==> src/rtl/calc_key_entry_if.sv <==
// Keypad/arithmetic-side bundle for calc_key_entry: key strobes and arithmetic feedback
// in, operands, opcode, event pulses and display value out.
interface calc_key_entry_if #(
  parameter int MAG_W = 16
);
  logic             key_valid;
  logic [4:0]       key_code;
  logic [MAG_W:0]   answer;
  logic             ovw_in;
  logic [MAG_W:0]   V1;
  logic [MAG_W:0]   V2;
  logic [1:0]       opcode;
  logic             newop;
  logic             newhex;
  logic             eq;
  logic [MAG_W:0]   disp;

  modport master (
    output key_valid, key_code, answer, ovw_in,
    input  V1, V2, opcode, newop, newhex, eq, disp
  );

  modport slave (
    input  key_valid, key_code, answer, ovw_in,
    output V1, V2, opcode, newop, newhex, eq, disp
  );
endinterface

==> src/rtl/calc_key_entry.sv <==
// Calculator key-entry front end: builds sign-magnitude operands from hex key strobes.
// Optional backspace on key 0x16 is built when CALC_BACKSPACE_EN is defined.
module calc_key_entry #(
  parameter int MAG_W  = 16,
  parameter int DIGITS = MAG_W / 4
) (
  input  logic              clock,
  input  logic              reset,
  calc_key_entry_if.slave   bus
);

  localparam int CNT_W = $clog2(DIGITS + 1);
  localparam logic [CNT_W-1:0] DIGITS_C = CNT_W'(DIGITS);

  localparam logic [4:0] KEY_ADD  = 5'h10;
  localparam logic [4:0] KEY_MUL  = 5'h11;
  localparam logic [4:0] KEY_SUB  = 5'h12;
  localparam logic [4:0] KEY_EQ   = 5'h13;
  localparam logic [4:0] KEY_CLR  = 5'h14;
  localparam logic [4:0] KEY_NEG  = 5'h15;
`ifdef CALC_BACKSPACE_EN
  localparam logic [4:0] KEY_BKSP = 5'h16;
`endif

  typedef enum logic [1:0] {
    S_FIRST  = 2'd0,
    S_OPWAIT = 2'd1,
    S_SECOND = 2'd2,
    S_RESULT = 2'd3
  } state_e;

  state_e           state_q, state_d;
  logic [MAG_W:0]   v1_q, v1_d;
  logic [MAG_W:0]   v2_q, v2_d;
  logic [1:0]       opcode_q, opcode_d;
  logic [CNT_W-1:0] count_q, count_d;
  logic             newop_q, newop_d;
  logic             newhex_q, newhex_d;
  logic             eq_q, eq_d;
  logic [3:0]       digit;
  logic             entering;
  logic [MAG_W:0]   disp_w;

  assign digit    = bus.key_code[3:0];
  assign entering = (state_q == S_FIRST) || (state_q == S_SECOND);

  // NOTE: every signal driven here gets a default first so no path leaves it unassigned
  // and no latch is inferred; pulses default low so they last exactly one cycle.
  always_comb begin
    state_d  = state_q;
    v1_d     = v1_q;
    v2_d     = v2_q;
    opcode_d = opcode_q;
    count_d  = count_q;
    newop_d  = 1'b0;
    newhex_d = 1'b0;
    eq_d     = 1'b0;

    if (bus.key_valid) begin
      if (!bus.key_code[4]) begin
        unique case (state_q)
          S_FIRST, S_SECOND: begin
            if (count_q < DIGITS_C) begin
              v1_d     = {v1_q[MAG_W], v1_q[MAG_W-5:0], digit};
              count_d  = count_q + CNT_W'(1);
              newhex_d = 1'b1;
            end
          end
          S_OPWAIT: begin
            v1_d     = {1'b0, MAG_W'(digit)};
            count_d  = CNT_W'(1);
            state_d  = S_SECOND;
            newhex_d = 1'b1;
          end
          S_RESULT: begin
            // A digit after equals starts a fresh calculation.
            v1_d     = {1'b0, MAG_W'(digit)};
            v2_d     = '0;
            opcode_d = 2'b00;
            count_d  = CNT_W'(1);
            state_d  = S_FIRST;
            newop_d  = 1'b1;
          end
          default: ;
        endcase
      end else begin
        case (bus.key_code)
          KEY_ADD, KEY_MUL, KEY_SUB: begin
            if (state_q == S_OPWAIT) begin
              opcode_d = bus.key_code[1:0];
              newop_d  = 1'b1;
            end else if (!(state_q == S_RESULT && bus.ovw_in)) begin
              // From SECOND/RESULT the running result becomes the new first operand.
              v2_d     = (state_q == S_FIRST) ? v1_q : bus.answer;
              v1_d     = '0;
              count_d  = '0;
              opcode_d = bus.key_code[1:0];
              state_d  = S_OPWAIT;
              newop_d  = 1'b1;
            end
          end
          KEY_EQ: begin
            if (state_q == S_FIRST) begin
              v2_d     = '0;
              opcode_d = 2'b00;
            end
            state_d = S_RESULT;
            eq_d    = 1'b1;
          end
          KEY_CLR: begin
            v1_d     = '0;
            v2_d     = '0;
            opcode_d = 2'b00;
            count_d  = '0;
            state_d  = S_FIRST;
            newop_d  = 1'b1;
          end
          KEY_NEG: begin
            if (entering) begin
              v1_d[MAG_W] = ~v1_q[MAG_W];
              newhex_d    = 1'b1;
            end else if (state_q == S_OPWAIT) begin
              v1_d     = {1'b1, {MAG_W{1'b0}}};
              state_d  = S_SECOND;
              newhex_d = 1'b1;
            end
          end
`ifdef CALC_BACKSPACE_EN
          KEY_BKSP: begin
            if (entering && count_q != '0) begin
              v1_d     = {v1_q[MAG_W], 4'h0, v1_q[MAG_W-1:4]};
              count_d  = count_q - CNT_W'(1);
              newhex_d = 1'b1;
            end
          end
`endif
          default: ;
        endcase
      end
    end
  end

  // NOTE: state registers use non-blocking assignments so every flop samples the
  // pre-edge values, independent of statement order.
  always_ff @(posedge clock) begin
    if (reset) begin
      state_q  <= S_FIRST;
      v1_q     <= '0;
      v2_q     <= '0;
      opcode_q <= 2'b00;
      count_q  <= '0;
      newop_q  <= 1'b0;
      newhex_q <= 1'b0;
      eq_q     <= 1'b0;
    end else begin
      state_q  <= state_d;
      v1_q     <= v1_d;
      v2_q     <= v2_d;
      opcode_q <= opcode_d;
      count_q  <= count_d;
      newop_q  <= newop_d;
      newhex_q <= newhex_d;
      eq_q     <= eq_d;
    end
  end

  always_comb begin
    disp_w = v1_q;
    unique case (state_q)
      S_FIRST, S_SECOND: disp_w = v1_q;
      S_OPWAIT:          disp_w = v2_q;
      S_RESULT:          disp_w = bus.ovw_in ? '0 : bus.answer;
      default:           disp_w = v1_q;
    endcase
  end

  assign bus.V1     = v1_q;
  assign bus.V2     = v2_q;
  assign bus.opcode = opcode_q;
  assign bus.newop  = newop_q;
  assign bus.newhex = newhex_q;
  assign bus.eq     = eq_q;
  assign bus.disp   = disp_w;

endmodule

==> src/flat_wrapper.sv <==
// flat-port wrapper written by rule: the top's interface ports become plain ports
module calc_key_entry_flat 
#(
  parameter int MAG_W  = 16,
  parameter int DIGITS = MAG_W / 4
)
  (clock, reset, bus_key_valid, bus_key_code, bus_answer, bus_ovw_in, bus_V1, bus_V2, bus_opcode, bus_newop, bus_newhex, bus_eq, bus_disp);
  calc_key_entry_if #(.MAG_W(MAG_W)) bus_i ();
  input  logic clock;
  input  logic reset;
  input wire logic [$bits(bus_i.key_valid)-1:0] bus_key_valid;
  input wire logic [$bits(bus_i.key_code)-1:0] bus_key_code;
  input wire logic [$bits(bus_i.answer)-1:0] bus_answer;
  input wire logic [$bits(bus_i.ovw_in)-1:0] bus_ovw_in;
  output wire logic [$bits(bus_i.V1)-1:0] bus_V1;
  output wire logic [$bits(bus_i.V2)-1:0] bus_V2;
  output wire logic [$bits(bus_i.opcode)-1:0] bus_opcode;
  output wire logic [$bits(bus_i.newop)-1:0] bus_newop;
  output wire logic [$bits(bus_i.newhex)-1:0] bus_newhex;
  output wire logic [$bits(bus_i.eq)-1:0] bus_eq;
  output wire logic [$bits(bus_i.disp)-1:0] bus_disp;
  assign bus_i.key_valid = bus_key_valid;
  assign bus_i.key_code = bus_key_code;
  assign bus_i.answer = bus_answer;
  assign bus_i.ovw_in = bus_ovw_in;
  assign bus_V1 = bus_i.V1;
  assign bus_V2 = bus_i.V2;
  assign bus_opcode = bus_i.opcode;
  assign bus_newop = bus_i.newop;
  assign bus_newhex = bus_i.newhex;
  assign bus_eq = bus_i.eq;
  assign bus_disp = bus_i.disp;
  calc_key_entry #(.MAG_W(MAG_W), .DIGITS(DIGITS)) u_core (.clock(clock), .reset(reset), .bus(bus_i));
endmodule
==> config.mk <==
export PLATFORM = sky130hd
export DESIGN_NAME = calc_key_entry_flat
export DESIGN_NICKNAME = d
export VERILOG_FILES = /design/src/rtl/calc_key_entry_if.sv /design/src/rtl/calc_key_entry.sv /design/src/flat_wrapper.sv
export SDC_FILE = /design/constraint.sdc
export NUM_CORES = 1
export LEC_CHECK = 0
export CAP_MARGIN = 25
export CORE_UTILIZATION = 64
export DETAILED_ROUTE_END_ITERATION = 6
export DONT_BUFFER_PORTS = 1
export MAX_ROUTING_LAYER = met4
export PLACE_DENSITY = 0.79
export SLEW_MARGIN = 40
export SYNTH_ARGS = -nofsm -noshare
export SYNTH_HDL_FRONTEND = slang
export SYNTH_SLANG_ARGS = --single-unit
==> constraint.sdc <==
create_clock -name clock -period 2.5 [get_ports clock]
set_input_delay 0.5 -clock clock [delete_from_list [all_inputs] [get_ports clock]]
set_output_delay 0.5 -clock clock [all_outputs]
set_load 0.1 [all_outputs]
==> impl_metrics.csv <==
group,metric,value,unit
synthesis,syn_avg_cell_area,8.951,sq um
clocking,cts_max_path_buffers,2,
hold_path,hold_path_depth,1,
worst_setup_path,critical_path_required,2000,ps
pwr,powerDensity,435.1,mW/mm^2
die,die_w,69.42,um
job,max-cap-violations,0,
pwr,p_comb_share,25.1,%
layout,drive_gt1_share,37.13,%
layout,syn_to_final_growth,25.59,%
placed_design,dp.final_hpwl,5479,um
worst_setup_path,crit_path_start_kind,"register",
worst_setup_path,critical_path_class,"register to primary output",
die,placeableCoreArea,0.004354,sq mm
worst_setup_path,end_kind,"primary output",
synthesis,synth_mux_area_share,6.882,%
synthesis,synth_flop_cell,"dfxtp_1",
die,start_util,66.81,%
hold_path,min_to,"u_core.bus.V1[1]$_SDFFE_PP0P_",
worst_setup_path,regToRegSetupSlack,310,ps
route,dr.pass1.iters,5,
grt,grt_pass1_vias,2607,
synthesis,synth-compound-area-share,27.87,%
synthesis,synth_edf_count,0,
pwr,total_leakage_power,1.291,nW
layout,final_cell_mix,"50 x buf_4, 44 x dfxtp_1, 24 x nand2_1",
sta,max_freq,0.4445,GHz
layout,multiInputGateArea,0.001803,sq mm
status,outcome,"finished, final reports clean",
layout,regArea,880.8,sq um
worst_setup_path,r2r_end,"u_core.bus.V2[13]$_SDFFE_PP0P_",
sta,post-route-period-util,89.98,%
grt,overflow,0,
route,drc,0,
synthesis,ys_types,52,
layout,final_common_cell,"buf_4",
pwr,ir_drop,290.7,uV
sta,hold_viol,0,
synthesis,syn_inst,325,
synthesis,async_flop_share,0,%
sta,max_slew.worst_pin.slew,614.6,ps
synthesis,syn_area,0.002909,sq mm
worst_setup_path,crit_fanout,23,
pwr,pwr-share-clk,29.6,%
worst_setup_path,arrival,1750,ps
route,first_iter_violations,238,
clocking,cts_tree,"yes",
synthesis,syn-num-nets,352,
clocking,numClockSinks,44,
sta,fin_crit,2250,ps
pwr,seq_power_share,45.3,%
sta,finalSetupViolCount,0,
grt,track_usage,34.13,%
die,rows,24,
worst_setup_path,r2r_cells,6,
clocking,holdBufCountCts,0,
hold_path,hold_class,"input port to register",
die,die_h,69.42,um
synthesis,synth-simple-area-share,25.03,%
clocking,root_buffer,"clkbuf_8",
sta,fin_hold_ws,259.1,ps
route,ant_nets,0,
hold_path,min-delay-start,"reset",
sta,skew,6.258,ps
synthesis,yosysWarnings,0,
placed_design,numPortBuffers,0,
route,vias,2766,
route,wirelength,8035,um
worst_setup_path,worstReg2RegStart,"u_core.state_q[0]$_SDFFE_PP0P_",
clocking,htree_num_levels,2,
pwr,finalPower,1.590,mW
layout,nFillCells,259,
sta,rsz0062_at_grt,"no",
clocking,clk_pin_slew,80,ps
clocking,clk_latency,310,ps
pwr,internal-power,1.079,mW
synthesis,synth-xor-area-share,0,%
sta,slew_headroom,59.03,%
synthesis,ys_ff_latch,44,
placed_design,gp_congestion,0.8889,
grt,grt_max_degree,44,
grt,grt_pass1_wl,12910,um
synthesis,synth_seq_area_share,30.28,%
sta,drv_slew,0,
clocking,numCtsBuffers,5,
die,ios,82,
layout,diodes,0,
pwr,p_sw_share,32.12,%
grt,antenna_found_initial,0,
route,vias_per_cell,6.570,
die,fp.dieArea,0.004819,sq mm
synthesis,yosys.area_share.adder,0.7742,%
layout,fin_nets,395,
synthesis,synth_top_family_by_area,"compound AO/OA/AOI/OAI gates",
route,wl_per_cell,19.09,um
pwr,switchingPower,0.5106,mW
cells by family (layout without fill, tap and decap cells):
logic type | Yosys count | count (layout)
adders and majority gates | 2 | 2
AOI/OAI and AO/OA | 97 | 97
buffers and inverters | 53 | 97
muxes | 20 | 20
DFF | 44 | 44
and+or+nand+nor | 109 | 109
through the flow:
| stage | util [%] | instance area (sq um) | instances | setup WS (ps) | TNS, ps |
|---|---|---|---|---|---|
| finish | 83.91 | 3654 | 421 | 250.4 | 0 |
| global route | 83.91 | 3654 | 421 | 179.6 | 0 |
| CTS | 83.10 | 3618 | 419 | 53.63 | 0 |
| detailed placement | 81.03 | 3528 | 411 | 120.4 | 0 |
| global placement | 80.69 | 3513 | 409 | 143.1 | 0 |
| floorplan | - | 2932 | 325 | -28.53 | -28.53 |
power by group through the flow:
stage | logic, mW | registers (mW) | clock network [mW]
after floorplan | 0.279 | 0.783 | 0
after global placement | 0.378 | 0.737 | 0
after detailed placement | 0.389 | 0.737 | 0
after CTS | 0.391 | 0.720 | 0.471
after global routing | 0.414 | 0.722 | 0.499
final | 0.399 | 0.721 | 0.470
worst max-delay path: stages (launching register included):
cell and delay, ps:
dfxtp_1 420, buf_4 300, nand2_1 120, o221ai_1 210
o21a_2 210, buf_12 170
cells in the mapped netlist (all sizes together) (4+ instances only):
cell type | count | area share (%)
dfxtp | 44 | 30
a21oi | 25 | 6.1
nand2 | 24 | 3.1
inv | 21 | 2.7
nand2b | 21 | 8.1
buf | 20 | 4.9
mux2i | 20 | 6.9
o21a | 18 | 4.6
nand3 | 17 | 3.1
o31ai | 17 | 6.4
or4 | 17 | 4.4
o221ai | 16 | 4.8
clkbuf | 12 | 1.6
nor2 | 11 | 1.7
o21ai | 6 | 1.0
nor3 | 5 | 1.2
a211oi | 4 | 1.0
final cells by class:
cell class              instances  share of cell area, %
multi-input cells             228                  49.35
clock buffers                   8                  2.466
well taps                      52                  1.781
repair buffers                 68                  20.14
flip-flops and latches         44                  24.11
inverters                      21                  2.158
how the worst max path moves through the flow:
| stage | from | end | slack [ps] | cells after the start |
|---|---|---|---|---|
| detailed placement | u_core.state_q[0]$_SDFFE_PP0P_ | u_core.bus.V2[16]$_SDFFE_PP0P_ | 120 | 6 |
| finish | u_core.state_q[1]$_SDFFE_PP0P_ | bus_disp[5] | 250 | 5 |
| floorplan | u_core.bus.V2[16]$_SDFFE_PP0P_ | bus_disp[16] | -30 | 2 |
| global route | u_core.state_q[0]$_SDFFE_PP0P_ | u_core.bus.V2[13]$_SDFFE_PP0P_ | 180 | 6 |
| CTS | u_core.state_q[0]$_SDFFE_PP0P_ | u_core.bus.V2[16]$_SDFFE_PP0P_ | 50 | 6 |
| global placement | u_core.state_q[0]$_SDFFE_PP0P_ | u_core.bus.V2[16]$_SDFFE_PP0P_ | 140 | 6 |
metal layers:
metal / routed length [um] / global-route usage, % / up-vias
li1: - / - / 1275
met1: 3146 / 40.93 / 1328
met2: 4050 / 55.66 / 146
met3: 672 / 7.267 / 17
met4: 165 / 13.83 / 0
met5: 0 / - / -
flip-flops by register name (all words and copies together) (netlist names):
name               cells
u_core.bus.V1         17
u_core.bus.V2         17
u_core.count_q         3
u_core.bus.opcode      2
u_core.state_q         2
u_core.bus.eq          1
u_core.bus.newhex      1
u_core.bus.newop       1
what timing repair did:
action / 4_1_cts / 5_1_grt
gates resized for setup: 0 / 1
endpoints found under the setup margin: 0 / 8
setup buffers: 0 / 2
hold endpoints to repair: 0 / 0
Power figures use the tool's default switching activity.
